`src/rtl/uart_word_tx.sv`:
```
// Pops 32-bit words from the receive FIFO and sends each one LSB byte first through uart_send.
// Optional checksum byte: define UART_WORD_TX_CHECKSUM_EN.
module uart_word_tx #(
  parameter int DATA_WIDTH   = 32,
  parameter int CNT_WIDTH    = 6,
  parameter int BUSY_TIMEOUT = 16
) (
  input  logic                  sys_clk,
  input  logic                  sys_rst_n,
  input  logic [CNT_WIDTH-1:0]  fifo_count,
  input  logic [DATA_WIDTH-1:0] fifo_dout,
  output logic                  rd_en,
  input  logic                  uart_tx_busy,
  output logic                  uart_en,
  output logic [7:0]            uart_din,
  output logic                  tx_active,
  output logic [15:0]           words_sent
);

  localparam int NBYTES = DATA_WIDTH / 8;
`ifdef UART_WORD_TX_CHECKSUM_EN
  localparam int NSLOTS = NBYTES + 1;
`else
  localparam int NSLOTS = NBYTES;
`endif
  localparam int IDX_W = (NSLOTS > 1) ? $clog2(NSLOTS) : 1;
  localparam int TMO_W = $clog2(BUSY_TIMEOUT) + 1;
  localparam logic [IDX_W-1:0] LAST_IDX = IDX_W'(NSLOTS - 1);
  localparam logic [TMO_W-1:0] TMO_LAST = TMO_W'(BUSY_TIMEOUT - 1);

  typedef enum logic [2:0] {
    IDLE, POP, LATCH, LOAD, STROBE, WAIT_HI, WAIT_LO, NEXT
  } state_t;

  state_t                  state_reg, state_next;
  logic [DATA_WIDTH-1:0]   word_reg;
  logic [IDX_W-1:0]        idx_reg;
  logic [TMO_W-1:0]        tmo_reg;
  logic [7:0]              byte_sel;

  // Byte mux; the slot past the last data byte carries the XOR checksum when enabled.
  always_comb begin
`ifdef UART_WORD_TX_CHECKSUM_EN
    logic [7:0] csum;
    csum = '0;
    for (int i = 0; i < NBYTES; i++) csum = csum ^ word_reg[8*i +: 8];
    byte_sel = csum;
`else
    byte_sel = '0;
`endif
    for (int i = 0; i < NBYTES; i++) begin
      if (idx_reg == IDX_W'(i)) byte_sel = word_reg[8*i +: 8];
    end
  end

  always_comb begin
    state_next = state_reg;
    rd_en      = 1'b0;
    uart_en    = 1'b0;
    case (state_reg)
      IDLE:    if (fifo_count != '0 && !uart_tx_busy) state_next = POP;
      POP: begin
        rd_en      = 1'b1;
        state_next = LATCH;
      end
      LATCH:   state_next = LOAD;
      LOAD:    state_next = STROBE;
      STROBE: begin
        uart_en    = 1'b1;
        state_next = WAIT_HI;
      end
      // A sender that never raises busy must not hang the word forever.
      WAIT_HI: if (uart_tx_busy || tmo_reg == TMO_LAST) state_next = WAIT_LO;
      WAIT_LO: if (!uart_tx_busy) state_next = NEXT;
      NEXT:    state_next = (idx_reg == LAST_IDX) ? IDLE : LOAD;
      default: state_next = IDLE;
    endcase
  end

  always_ff @(posedge sys_clk or negedge sys_rst_n) begin
    if (!sys_rst_n) begin
      state_reg  <= IDLE;
      tx_active  <= 1'b0;
      word_reg   <= '0;
      idx_reg    <= '0;
      tmo_reg    <= '0;
      uart_din   <= '0;
      words_sent <= '0;
    end else begin
      state_reg <= state_next;
      tx_active <= (state_next != IDLE);
      case (state_reg)
        LATCH: begin
          word_reg <= fifo_dout;
          idx_reg  <= '0;
        end
        LOAD:    uart_din <= byte_sel;
        STROBE:  tmo_reg <= '0;
        WAIT_HI: if (!uart_tx_busy && tmo_reg != TMO_LAST) tmo_reg <= tmo_reg + 1'b1;
        NEXT: begin
          if (idx_reg == LAST_IDX) words_sent <= words_sent + 16'd1;
          else                     idx_reg    <= idx_reg + 1'b1;
        end
        default: ;
      endcase
    end
  end

endmodule

```
`config.mk`:
```
export PLATFORM = sky130hd
export DESIGN_NAME = uart_word_tx
export DESIGN_NICKNAME = d
export VERILOG_FILES = /design/src/rtl/uart_word_tx.sv
export SDC_FILE = /design/constraint.sdc
export NUM_CORES = 1
export LEC_CHECK = 0
export CAP_MARGIN = 20
export CORE_ASPECT_RATIO = 0.7
export CORE_MARGIN = 10
export CORE_UTILIZATION = 50
export DETAILED_ROUTE_END_ITERATION = 12
export GPL_ROUTABILITY_DRIVEN = 0
export MAX_ROUTING_LAYER = met4
export PLACE_DENSITY = 0.79
export SYNTH_ARGS = -nofsm -noshare
export SYNTH_HDL_FRONTEND = slang
export SYNTH_SLANG_ARGS = --single-unit
```
`constraint.sdc`:
```
create_clock -name sys_clk -period 2.8 [get_ports sys_clk]
set_clock_uncertainty 0.05 [all_clocks]
set_input_delay 0.56 -clock sys_clk [delete_from_list [all_inputs] [get_ports sys_clk]]
set_output_delay 0.56 -clock sys_clk [all_outputs]
set_load 0.02 [all_outputs]
```
== After elaboration in Yosys (flattened, before gate mapping) ==
Index checks and enable logic that the tools add are counted.
Storage, ports and cells
  register bits after elaboration: 67
  output and inout port bits: 27
  logic and storage cells: 52
Cells by class
  $add $sub $neg: 3
  equality and inequality tests: 14
  muxes and demuxes: 15
  reductions and logical operators: 13
Operator list (number)
  8-bit 2-to-1 mux: 4
  3-bit one-hot mux with 8 select lines: 1
  16-bit by 1-bit adder with 16-bit output (second input constant): 1
  3-bit equality test (second input constant): 4
  5-bit one-hot mux with 2 select lines: 1
  3-bit 2-to-1 mux: 3
  3-bit by 2-bit equality test with 1-bit output (second input constant): 2
  2-bit AND reduction: 3
  6-bit nonzero test: 1
  5-bit by 1-bit adder with 5-bit output (second input constant): 1
  5-bit by 4-bit equality test with 1-bit output (second input constant): 1
  5-bit 2-to-1 mux: 1
  5-bit by 4-bit != test with 1-bit output (second input constant): 1
  2-bit equality test (second input constant): 2
  2-bit 2-to-1 mux: 2
  2-bit != test (second input constant): 2
  2-bit one-hot mux with 2 select lines: 1
  2-bit nonzero test: 2
  3-bit by 1-bit equality test with 1-bit output (second input constant): 1
  3-bit logical NOT: 1
  3-bit nonzero test: 1
  2-bit by 1-bit adder with 2-bit output (second input constant): 1
  2-bit by 1-bit equality test with 1-bit output (second input constant): 1
  1-bit logical AND: 2
  other kinds (4): 5

== Longest topological paths before layout ==
Gate-level depths: netlist of run 1.
  depth in word-level cells: 5
  mapped depth: 8
  gate-level depth less buffers: 7

== Worst setup path before layout of run 1 ==
OpenSTA, ideal clock, no wires.
  path type: register -> register
  start: register tmo_reg[0]
  end: register tmo_reg[0]
  setup time: 123 ps
  arrival: 1778 ps
  data required time: 2627 ps
  setup slack: 849 ps
  cell stages (with the launch flop): 9
  path buffers: 1
  path through: dfrtp_1 -> ha_1 -> and3_1 -> ha_1 -> or3b_1 -> or2_0 -> buf_6 -> nand3_1 -> o21ai_1
Between the ends
  longest elaborated chain between the ends: 4
  elaborated cells between the ends (all ways): 7
RTL lines
  start, declared: line 38  | logic [TMO_W-1:0] tmo_reg;
  start signal, assigned: line 99  | WAIT_HI: if (!uart_tx_busy && tmo_reg != TMO_LAST) tmo_reg <= tmo_reg + 1'b1;
  branches (longest 4 deep; another with 5-bit by 1-bit adder with 5-bit output)
Parallel ways; which one is timed is not known. The select of a mux whose other input is x is not followed.
A chain may end at the register's enable or synchronous reset.

== Worst setup path in the final report of run 1 ==
  start: register state_reg[1]
  end: output uart_en
Between the ends
  longest elaborated chain between the ends: 2
RTL lines
  start, declared: line 35  | state_t state_reg, state_next;
  start signal, assigned: line 90  | state_reg <= state_next;
  3-bit equality test: line 60  | case (state_reg)
  1-bit 2-to-1 mux: line 60
  end, declared: line 14  | output logic uart_en,
Every way passes these cells.

==> flow_summary.json, run 1 <==
{
  "status": "finished clean",
  "syn-num-nets": 341,
  "register_area_um2": 1677,
  "die_area_um2": 9857,
  "io_buffers": 67,
  "fin_util": 0.6742,
  "synthArstFlopShare": 1.000,
  "wl_um": 7114,
  "clockBufferDepth": 2,
  "required_ps": 2190,
  "min_path_type": "in2async",
  "drv_cap": 0,
  "clockRootBuffer": "clkbuf_8",
  "yosysTopAreaCell": "dfrtp_1",
  "avgSynthCellArea_um2": 10.66,
  "worstMarginPinSlew_ps": 770.9,
  "numCtsBuffers": 9,
  "grt_pass1_vias": 2355,
  "hold_violations": 0,
  "grt_usage": 0.1519,
  "path_max_fanout": 12,
  "die_width_um": 114.5,
  "io_pins": 68,
  "final_cell_mix": "67 x dfrtp_1, 66 x clkdlybuf4s50_1, 38 x nand2_1",
  "coreArea_um2": 5899,
  "cts_resized": 0,
  "viasPerCell": 5.321,
  "ant_nets": 0,
  "layout_setup_ws_ps": 202.1,
  "ys_ff_latch": 67,
  "synth_xor_area_frac": 0.04768,
  "setup_tns_ps": 0,
  "slew_viol_final": 0,
  "synth-edff-count": 0,
  "period_minus_slack_ps": 2598,
  "pre_cts_ws_ps": 559.6,
  "setup_viol": 0,
  "tritoncts": "built",
  "relSlewSlack": 0.4861,
  "synth-simple-area-share": 0.1446,
  "fmax_ghz": 0.3849,
  "dieHeight_um": 86.12,
  "criticalPathCategory": "reg2out",
  "synth_fa_ha_area_frac": 0.02804,
  "n_antenna_cell": 0,
  "antenna_found_initial": 0,
  "nets": 405,
  "largest_reg_flops": 32,
  "firstDrtPassIters": 5,
  "grt_first_pass_wirelength_um": 11660,
  "arrival_ps": 1990,
  "dominantRegCellSynth": "dfrtp_1",
  "ctsHoldBuffers": 0,
  "synth.area.top_cells": "dfrtp_1 54%, mux2_2 8.3%, nand2_1 4.6%, o21ai_0 4.2%, xnor2_1 3.6%",
  "post_cts_buffers": 0,
  "avgRoutedWirePerCell_um": 16.32,
  "drive_gt1_frac": 0.1385,
  "dp_hpwl_um": 5279,
  "synth_top_family_by_area": "simple AND/OR/NAND/NOR gates",
  "clock-sinks": 67,
  "ir_worst_vdd_v": 0.0004991,
  "syn_to_final_growth_pct": 27.36,
  "grt_max_degree": 41,
  "netlist_instances": 293,
  "period_share": 0.9278,
  "grt_overflow": 0,
  "std_cell_rows": 23,
  "start_kind": "register",
  "netlist_area_um2": 3123,
  "synth_compound_area_frac": 0.1086,
  "synth_cell_type_count": 39,
  "layout_commonest_cell": "dfrtp_1",
  "synth-seq-area-share": 0.5369,
  "p_per_area_nw_per_um2": 905.8,
  "clk_latency_ps": 330,
  "multi_input_comb_area_um2": 1297,
  "num_vias": 2320,
  "drc_errors": 0,
  "fillers": 460,
  "yosysTopAreaCellShare": 0.5369,
  "drtIter0Drc": 91,
  "yosys_warnings": 0,
  "clk_pin_slew_worst_paths_ps": 70,
  "cellLeakagePower_uw": 0.001727,
  "h-tree-depth": 3,
  "start_util": 0.5294,
  "synth_mux_area_frac": 0.08654,
  "rsz0062_at_grt": "false",
  "end_kind": "primary output"
}
through the flow:
step | area (um2) | total power [uW] | hold WS (ps) | cells
finish | 3978 | 3603 | 132.6 | 436
global route | 3978 | 3853 | 155.2 | 436
CTS | 3978 | 3636 | 134.0 | 436
detailed placement | 3816 | 2938 | 411.6 | 421
global placement | 3816 | 2873 | 410.6 | 421
floorplan | 3123 | 2519 | 214.4 | 293
metal layers:
| layer | vias up | GRT usage | share of wire |
|---|---|---|---|
| li1 | 1125 | - | - |
| met1 | 1113 | 0.1861 | 0.46 |
| met2 | 74 | 0.2304 | 0.46 |
| met3 | 8 | 0.05846 | 0.064 |
| met4 | 0 | 0.03859 | 0.0098 |
| met5 | - | - | 0 |
power by group:
group          leakage, uW  total, uW  switching (uW)  internal [uW]
registers         0.000845       1570             256           1310
clock network    0.0000795        681             341            340
logic             0.000803       1350             693            658
area by class of cell:
class                   count  area share
flip-flops and latches     67      0.4215
multi-input cells         193      0.3262
repair buffers             70      0.1730
clock buffers              13     0.03743
well taps                  75     0.02359
inverters                  16     0.01510
clock inverters             2    0.003146
cell usage after synthesis (2+ instances only):
library cell / n
clkbuf_1: 8
nor3_1: 2
and3_1: 3
a22oi_1: 8
xnor2_1: 13
a21oi_1: 19
o21ai_1: 4
nand2_1: 38
nor2_1: 11
nor4_1: 2
nand3_1: 11
dfrtp_1: 67
buf_2: 5
or2_2: 3
mux2_2: 23
inv_1: 16
xor2_1: 4
a22o_1: 2
ha_1: 7
o21ai_0: 26
buf_4: 3
critical path: stages, from the launching register on:
cell	delay, ps
dfrtp_1	520
nand3b_1	340
inv_1	170
clkdlybuf4s50_1	620
path summary, 6_finish.rpt:
check	slack, ps	cells after the start	end	start
max in group asynchronous	1830	2	word_reg[29]	sys_rst_n
min in group sys_clk	420	1	words_sent[15]	words_sent[15]
worst max-delay path	200	3	uart_en	state_reg[1]
worst max register to register	500	5	words_sent[12]	idx_reg[0]
worst min-delay path	130	1	tmo_reg[4]	sys_rst_n
worst min register to register	420	1	words_sent[15]	words_sent[15]
logic make-up (layout without fill, tap and decap cells):
| kind of cell | count (synthesis) | after routing |
|---|---|---|
| and+or+nand+nor | 85 | 85 |
| DFF | 67 | 67 |
| AOI/OAI and AO/OA | 60 | 60 |
| buffers and inverters | 33 | 101 |
| muxes | 24 | 24 |
| xor gates and xnor gates | 17 | 17 |
| adders and majority gates | 7 | 7 |
Note: power is estimated with default switching activity, not from simulation.
==> run 2, diff against run 1 <==
==> constraint.sdc (replaced) <==
create_clock -name sys_clk -period 2.45 [get_ports sys_clk]
set_clock_uncertainty 0.05 [all_clocks]
set_input_delay 0.49 -clock sys_clk [delete_from_list [all_inputs] [get_ports sys_clk]]
set_output_delay 0.49 -clock sys_clk [all_outputs]
set_load 0.02 [all_outputs]
==> run 2 against run 1 <==
  * Setup slack got worse by 110 ps
  * Global-route usage rose by 0.10 points
  * Clock-buffer cell count fell by 1
  * Critical endpoint is now rd_en
  * Largest cell class unchanged
  * Largest power group unchanged
==> flow_summary.json, run 2 (synthesis results as in run 1) <==
{
  "io_buffers": 67,
  "cellLeakagePower_uw": 0.001783,
  "met1_usage": 0.1888,
  "grt_overflow": 0,
  "p_sw_frac": 0.3556,
  "final_cell_mix": "67 x dfrtp_1, 65 x clkdlybuf4s50_1, 38 x nand2_1",
  "worstReg2RegStart": "tmo_reg[0]",
  "setup_tns_ps": 0,
  "clockBufferDepth": 2,
  "start_kind": "register",
  "io_pins": 68,
  "clock-sinks": 67,
  "num_vias": 2324,
  "grt_usage": 0.1529,
  "ctsHoldBuffers": 0,
  "syn_to_final_growth_pct": 29.65,
  "power_switching_uw": 1500,
  "dp_hpwl_um": 5221,
  "period_share": 0.9608,
  "internal-power_uw": 2718,
  "drive_gt1_frac": 0.1580,
  "h-tree-depth": 3,
  "p_total_uw": 4219,
  "crit_path_end": "rd_en",
  "grt_first_pass_wirelength_um": 11820,
  "grtUsageMet3": 0.06402,
  "p_comb_frac": 0.391,
  "start_util": 0.5294,
  "clk_latency_ps": 340,
  "std_cell_rows": 23,
  "die_width_um": 114.5,
  "setup_viol": 0,
  "path_max_fanout": 6,
  "fin_util": 0.6863,
  "wl_um": 7072,
  "coreArea_um2": 5899,
  "multi_input_comb_area_um2": 1297,
  "rr_worst_depth": 7,
  "p_per_area_nw_per_um2": 1042,
  "seq_power_share": 0.411,
  "antenna_found_initial": 0,
  "tritoncts": "built",
  "r2r_end": "tmo_reg[4]",
  "worstSetupStartpoint": "state_reg[0]",
  "fmax_ghz": 0.4248,
  "rsz0062_at_grt": "false",
  "avgRoutedWirePerCell_um": 16.00,
  "grt-busiest-layer": "met2",
  "ant_nets": 0,
  "drv_cap": 0,
  "slew_viol_final": 0,
  "hold_violations": 0,
  "reg2reg_slack_ps": 260,
  "largest_reg_flops": 32,
  "arrival_ps": 1810,
  "criticalPathCategory": "reg2out",
  "status": "finished clean",
  "viasPerCell": 5.258,
  "die_area_um2": 9857,
  "numCtsBuffers": 9,
  "pwr-share-clk": 0.198,
  "grt_pass1_vias": 2426,
  "min_path_type": "in2async",
  "dieHeight_um": 86.12,
  "worstMarginPinSlew_ps": 621.3,
  "nets": 410,
  "drc_errors": 0,
  "required_ps": 1910,
  "relSlewSlack": 0.5858,
  "grt_max_degree": 33,
  "grtUsageMet2": 0.2268,
  "period_minus_slack_ps": 2354,
  "n_antenna_cell": 0,
  "clk_pin_slew_worst_paths_ps": 70,
  "clockRootBuffer": "clkbuf_8",
  "drtIter0Drc": 80,
  "end_kind": "primary output",
  "ir_worst_vdd_v": 0.0005301,
  "layout_commonest_cell": "dfrtp_1",
  "fillers": 463,
  "firstDrtPassIters": 4,
  "register_area_um2": 1677
}
-- run 2: cell count changes in the layout (fill, tap and decap cells not counted), sizes merged --
cell	change
buf	+5
clkbuf	-1
clkdlybuf4s50	-1
clkinv	+1
clkinvlp	+1
dlymetal6s2s	+1
-- run 2: worst min path at each step --
stage | slack [ps] | to | cells past startpoint | startpoint
2_1_floorplan | 140 | idx_reg[0] | 0 | sys_rst_n
3_3_place_gp | 410 | words_sent[15] | 1 | words_sent[15]
3_5_place_dp | 410 | words_sent[15] | 1 | words_sent[15]
4_1_cts | 50 | tmo_reg[0] | 1 | sys_rst_n
5_1_grt | 60 | words_sent[2] | 1 | sys_rst_n
6_report | 40 | tmo_reg[4] | 1 | sys_rst_n
-- run 2: per-stage QoR --
step / hold WS [ps] / cells / instance area (um2) / worst slack (ps)
floorplan: 144.4 / 293 / 3123 / 499.3
global placement: 409.9 / 426 / 3866 / 376.3
detailed placement: 412.9 / 426 / 3866 / 290.1
CTS: 48.34 / 442 / 4046 / 67.55
global route: 60.75 / 442 / 4049 / 9.988
finish: 42.67 / 442 / 4049 / 96.01
-- run 2: what timing repair did --
item	4_1_cts	5_1_grt
endpoints found under the setup margin	0	1
gates resized for setup	0	1
buffers inserted	0	0
hold endpoints to repair	0	0
-- run 2: layout make-up --
type,instances,share of cell area
Timing Repair Buffer,75,0.1829
Clock inverter,4,0.006180
Inverter,16,0.01483
Clock buffer,12,0.03832
Multi-Input combinational cell,193,0.3205
Sequential cell,67,0.4141
Tap cell,75,0.02318
-- run 2: power by group through the flow --
| stage | logic [uW] | registers, uW | clock network [uW] |
|---|---|---|---|
| detailed placement | 1660 | 1740 | 0 |
| CTS | 1670 | 1730 | 859 |
| floorplan | 1120 | 1760 | 0 |
| finish | 1650 | 1730 | 834 |
| global route | 1840 | 1780 | 913 |
| global placement | 1610 | 1730 | 0 |
-- run 2: metal layers --
layer,vias up,share of wire
met4,0,0.0055
met1,1105,0.47
met2,78,0.45
met5,-,0
met3,4,0.067
li1,1137,-
-- run 2: worst max-delay path: stages, from the launching register on --
cell and delay [ps]:
dfrtp_1 410, or2b_2 350, nor2_1 100, clkdlybuf4s50_1 610
